$ cat src/rtl/fifo_rd_pkg.sv
// -----------------------------------------------------------------------------
// fifo_rd_pkg
// Shared definitions for the async-FIFO read-side consumer.
//   - rd_state_t : FSM state encoding (IDLE / RUN / STOP, 2 bits)
//   - BUF_DEPTH  : depth of the output skid buffer
//   - issue_room : occupancy credit test used by the read-issue logic
// -----------------------------------------------------------------------------
package fifo_rd_pkg;

  localparam int BUF_DEPTH = 2;

  typedef enum logic [1:0] {
    IDLE = 2'd0,
    RUN  = 2'd1,
    STOP = 2'd2
  } rd_state_t;

  // True when one more word may be requested: buffered words plus the word
  // already in flight, minus the word leaving this cycle, must stay below the
  // buffer depth. The pop credit is what allows one read per cycle under a
  // steady m_ready. pop is only ever asserted with occ >= 1, so the
  // subtraction cannot underflow.
  function automatic logic issue_room(input logic [1:0] occ,
                                      input logic       inflight,
                                      input logic       pop);
    logic [2:0] pending;
    pending = {1'b0, occ} + {2'b00, inflight} - {2'b00, pop};
    return pending < 3'(BUF_DEPTH);
  endfunction

endpackage

$ cat src/rtl/fifo_rd_skid.sv
// -----------------------------------------------------------------------------
// fifo_rd_skid
// Two-entry in-order buffer between the FIFO read port and the output stream.
// Ports:
//   clk, reset      : clock, synchronous active-high reset
//   wr_en, wr_data  : capture a word at the tail
//   pop             : remove the head word
//   occ             : number of stored words (0..2)
//   head_data       : oldest stored word (held while not popped)
// The caller guarantees wr_en is never asserted when occ==2 without a pop.
// -----------------------------------------------------------------------------
module fifo_rd_skid
  import fifo_rd_pkg::*;
#(
  parameter int DATA_WIDTH = 8
) (
  input  logic                  clk,
  input  logic                  reset,
  input  logic                  wr_en,
  input  logic [DATA_WIDTH-1:0] wr_data,
  input  logic                  pop,
  output logic [1:0]            occ,
  output logic [DATA_WIDTH-1:0] head_data
);

  logic [DATA_WIDTH-1:0] mem [BUF_DEPTH];
  // 1-bit pointers wrap naturally modulo 2.
  logic                  head;
  logic                  tail;

  always_ff @(posedge clk) begin
    if (reset) begin
      for (int i = 0; i < BUF_DEPTH; i++) begin
        mem[i] <= '0;
      end
      head <= 1'b0;
      tail <= 1'b0;
      occ  <= 2'd0;
    end else begin
      if (wr_en) begin
        mem[tail] <= wr_data;
        tail      <= ~tail;
      end
      if (pop) begin
        head <= ~head;
      end
      // Simultaneous capture and pop leaves the occupancy unchanged.
      case ({wr_en, pop})
        2'b10:   occ <= occ + 2'd1;
        2'b01:   occ <= occ - 2'd1;
        default: occ <= occ;
      endcase
    end
  end

  assign head_data = mem[head];

endmodule

$ cat src/rtl/fifo_read_ctrl.sv
// -----------------------------------------------------------------------------
// fifo_read_ctrl
// Read-side consumer for async_FIFO, entirely in the rd_clk domain. Issues
// pops from the FIFO empty flag, absorbs the one-cycle read-data latency and
// presents the words in order on a valid/ready stream.
//
// Ports:
//   rd_clk, reset   : clock, synchronous active-high reset
//   enable          : permit new FIFO reads
//   fifo_empty      : FIFO empty flag
//   fifo_rd_data    : FIFO read data, valid the cycle after fifo_rd_en
//   fifo_rd_en      : pop request to the FIFO (combinational)
//   m_valid/m_ready/m_data : output stream
//   idle            : FSM is in IDLE
//   rd_word_cnt     : accepted-transfer count (statistics build only)
//   stall_cnt       : back-pressure cycle count (statistics build only)
//
// Handshake: a word transfers on every rising edge where m_valid & m_ready;
// once m_valid is high, m_valid and m_data stay unchanged until that transfer.
//
// Build option: define FIFO_RD_STATS_EN to build the saturating statistics
// counters; otherwise rd_word_cnt and stall_cnt are tied to zero.
// -----------------------------------------------------------------------------
module fifo_read_ctrl
  import fifo_rd_pkg::*;
#(
  parameter int DATA_WIDTH = 8,
  parameter int CNT_WIDTH  = 16
) (
  input  logic                  rd_clk,
  input  logic                  reset,
  input  logic                  enable,
  input  logic                  fifo_empty,
  input  logic [DATA_WIDTH-1:0] fifo_rd_data,
  output logic                  fifo_rd_en,
  output logic                  m_valid,
  input  logic                  m_ready,
  output logic [DATA_WIDTH-1:0] m_data,
  output logic                  idle,
  output logic [CNT_WIDTH-1:0]  rd_word_cnt,
  output logic [CNT_WIDTH-1:0]  stall_cnt
);

  rd_state_t  state_q;
  rd_state_t  state_d;
  logic       inflight_q;
  logic [1:0] occ;
  logic       pop;

  assign m_valid = (occ != 2'd0);
  assign pop     = m_valid & m_ready;
  assign idle    = (state_q == IDLE);

  // The word requested last cycle is on fifo_rd_data now; capture it.
  fifo_rd_skid #(
    .DATA_WIDTH (DATA_WIDTH)
  ) u_skid (
    .clk       (rd_clk),
    .reset     (reset),
    .wr_en     (inflight_q),
    .wr_data   (fifo_rd_data),
    .pop       (pop),
    .occ       (occ),
    .head_data (m_data)
  );

  always_ff @(posedge rd_clk) begin
    if (reset) begin
      state_q    <= IDLE;
      inflight_q <= 1'b0;
    end else begin
      state_q    <= state_d;
      inflight_q <= fifo_rd_en;
    end
  end

  always_comb begin
    state_d    = state_q;
    fifo_rd_en = 1'b0;
    case (state_q)
      IDLE: begin
        if (enable) state_d = RUN;
      end
      RUN: begin
        fifo_rd_en = enable & ~fifo_empty & issue_room(occ, inflight_q, pop);
        if (!enable) state_d = STOP;
      end
      STOP: begin
        // Let the in-flight word land and the buffer drain before IDLE.
        if (enable)                              state_d = RUN;
        else if (!inflight_q && occ == 2'd0)     state_d = IDLE;
      end
      default: state_d = IDLE;
    endcase
  end

`ifdef FIFO_RD_STATS_EN
  always_ff @(posedge rd_clk) begin
    if (reset) begin
      rd_word_cnt <= '0;
      stall_cnt   <= '0;
    end else begin
      if (pop && !(&rd_word_cnt)) begin
        rd_word_cnt <= rd_word_cnt + 1'b1;
      end
      if (m_valid && !m_ready && !(&stall_cnt)) begin
        stall_cnt <= stall_cnt + 1'b1;
      end
    end
  end
`else
  assign rd_word_cnt = '0;
  assign stall_cnt   = '0;
`endif

endmodule

$ cat config.mk
export PLATFORM = sky130hd
export DESIGN_NAME = fifo_read_ctrl
export DESIGN_NICKNAME = d
export VERILOG_FILES = /design/src/rtl/fifo_rd_pkg.sv /design/src/rtl/fifo_rd_skid.sv /design/src/rtl/fifo_read_ctrl.sv
export SDC_FILE = /design/constraint.sdc
export NUM_CORES = 1
export LEC_CHECK = 0
export ABC_CLOCK_PERIOD_IN_PS = 2200
export BUFFER_PORTS_ARGS = -buffer_cell sky130_fd_sc_hd__buf_2
export CORE_ASPECT_RATIO = 0.8
export CORE_MARGIN = 1
export CORE_UTILIZATION = 45
export DETAILED_ROUTE_END_ITERATION = 8
export PLACE_DENSITY = 0.76
export SLEW_MARGIN = 20
export SYNTH_ARGS = -nofsm -noshare
export SYNTH_HDL_FRONTEND = slang
export SYNTH_SLANG_ARGS = --single-unit
$ cat constraint.sdc
create_clock -name rd_clk -period 2.2 [get_ports rd_clk]
set_clock_uncertainty 0.05 [all_clocks]
set_input_delay 0.11 -clock rd_clk [delete_from_list [all_inputs] [get_ports rd_clk]]
set_output_delay 0.11 -clock rd_clk [all_outputs]
set_load 0.02 [all_outputs]
==> impl_metrics.ini <==
[layout]
post-route-util = 0.527
mostFrequentLayoutCell = conb_1
multi_input_area_sq_um = 558
regArea_sq_um = 642
mostFrequentLayoutCells = conb_1, buf_2, and2_1, edfxtp_1, mux2_2
drive_gt1_frac = 0.320
layout.nets = 162
fin_cells = 185
nFillCells = 245
syn2layout_area_growth_pct = 9.82
antenna_cells = 0

[yosys]
synth-edff-count = 16
yosys_register_bits = 24
yosysUniqueCellTypes = 28
synth_top_flop_cell = edfxtp_1
ys_seq_area_frac = 0.479
synth_area_sq_um = 1340
yosys.area.top_type_share = 0.359
synth_top_cell_by_area = edfxtp_1
synth_area_leaders = edfxtp_1, buf_4, dfxtp_1, and2_1, mux2_2
synthArstFlopShare = 0
synth.avg_cell_area_sq_um = 11.1
ys_warn_count = 0
synth_cells = 121

[route]
first_iter_violations = 11
routed_wl_um = 1930
vias = 786
drtAntennaViolNets = 0
drc = 0
routedWlPerCell_um = 10.4
drtPass1Iterations = 4
viasPerCell = 4.25

[cts]
root_buffer = clkbuf_8
clk_latency_ns = 0.26
cts_tree = built
cts.htree.levels = 1
cts_sinks = 24
numCtsBuffers = 3
clk_path_buf_depth = 2
clk_pin_slew_ns = 0.09

[pwr]
switchingPower_w = 0.000231
peakVddDrop_mv = 0.370
p_seq_frac = 0.502
p_int_w = 0.000764
power_density_nw_per_um2 = 677
comb_power_share = 0.112
power_w = 0.000995
p_leak_nw = 0.660
pwr-share-clk = 0.386
switching_share = 0.232

[setup_path]
critPathRequiredTime_ns = 2.04
endpoint_kind = output pin
crit_type = reg -> out
path_max_fanout = 5
cp-start-kind = flop
arrival_ns = 2.02

[run_status]
status = completed

[timing]
setup_viol = 0
period_share = 0.990
finalSetupTns_ns = 0
finalHoldViolations = 0
fmax_mhz = 459
rsz0062_at_grt = true
drv_slew = 0
period_minus_slack_ns = 2.18

[die]
rows = 17
die-area_sq_um = 3200
die_y_um = 50.8
start_util = 0.480
core_sq_um = 2790
pin_count = 56
die_w_um = 63.0

[global_routing]
grt-busiest-layer = met2
grt_max_degree = 15
antenna_found_initial = 0
grt_pass1_wl_um = 3030
grt_pass1_vias = 689
use_met1 = 0.142
grtUsageMet2 = 0.233
grt-ovfl-total = 0
grtUsageTotal = 0.125
grt_util_met3 = 0.0182

[placement]
place_congestion = 0.730
dpl.hpwl_um = 1390
port_buffers = 23
place_inst = 179

[min_path]
min-delay-path-class = in -> reg

[flow_run]
drv_cap = 0
## state kept, by name (all words and copies together), names as in the netlist, named ones only
| signal | flops |
|---|---|
| state_q | 2 |
| inflight_q | 1 |
| u_skid.tail | 1 |
| u_skid.head | 1 |
| u_skid.occ | 2 |
| u_skid.mem | 16 |
## per-stage QoR
| step | setup slack [ns] | area, sq um | hold slack [ns] |
|---|---|---|---|
| floorplan | 0.0419 | 1450 | 0.138 |
| global placement | 0.341 | 1370 | 0.259 |
| detailed placement | 0.232 | 1370 | 0.260 |
| CTS | 0.0201 | 1460 | 0.0741 |
| global route | -0.0703 | 1470 | 0.0736 |
| finish | 0.0211 | 1470 | 0.0756 |
## cell usage after synthesis, types with 2 or more instances
cell      number
nand2b_1       2
dfxtp_1        8
buf_4         33
a211oi_1       2
nor2b_1        3
buf_2          2
nor2_1         5
mux2_2         8
o21ai_0        3
edfxtp_1      16
inv_1          2
and2_1        16
or2_2          2
xor2_1         2
nor2_2         2
nand2_1        3
## path summary, 6_finish.rpt
| path | startpoint | to | slack, ns | cells after the start |
|---|---|---|---|---|
| hold / removal | fifo_rd_data[6] | u_skid.mem[1][6]$_SDFFCE_PN0P_ | 0.08 | 2 |
| setup reg to reg | u_skid.occ[0]$_SDFFE_PP0P_ | inflight_q$_SDFF_PP0_ | 0.36 | 7 |
| setup / recovery | u_skid.occ[0]$_SDFFE_PP0P_ | fifo_rd_en | 0.02 | 7 |
| hold reg to reg | state_q[1]$_SDFFE_PP0P_ | state_q[0]$_SDFFE_PP0P_ | 0.44 | 1 |
## power by group through the flow
stage          combinational (W)  sequential (W)  clock (W)
4_1_cts                 0.000111        0.000500   0.000384
6_report                0.000111        0.000500   0.000384
3_3_place_gp            0.000108        0.000509          0
5_1_grt                 0.000119        0.000501   0.000401
2_1_floorplan           0.000130        0.000507          0
3_5_place_dp            0.000109        0.000510          0
## logic make-up after synthesis
group	after synthesis	share of synthesized area
xor+xnor	3	0.0196
fa+ha+maj	1	0.0150
mux	9	0.0748
flops	24	0.479
simple gates	38	0.175
buf+inv	37	0.198
compound gates	8	0.0355
other cells	1	0.00280
## per-layer routing
metal / vias up / wire length, um
met1: 352 / 827
met2: 46 / 955
met5: - / 0
met4: 0 / 17
li1: 386 / -
met3: 2 / 132
## what timing repair did
item / 4_1_cts / 5_1_grt
gates resized for setup: 2 / 3
endpoints found under the setup margin: 1 / 1
pin swaps: 0 / 1
endpoints found under the hold margin: 1 / 0
buffers inserted: 1 / 0
hold buffers: 1 / 0
## layout make-up
cell class	instances	share of cell area
Sequential cell	24	0.437
Multi-Input combinational cell	91	0.380
Timing Repair Buffer	26	0.0971
Clock inverter	1	0.0204
Tap cell	38	0.0324
Inverter	2	0.00511
Clock buffer	3	0.0281
## worst max-delay path: stages (launching register included)
cell and delay, ns:
dfxtp_2 0.34, and3b_2 0.24, or2_1 0.12, nand2_1 0.07, fa_2 0.35, xor2_1 0.16
nor4_2 0.29, buf_4 0.19
Note: power is estimated with default switching activity, not from simulation.
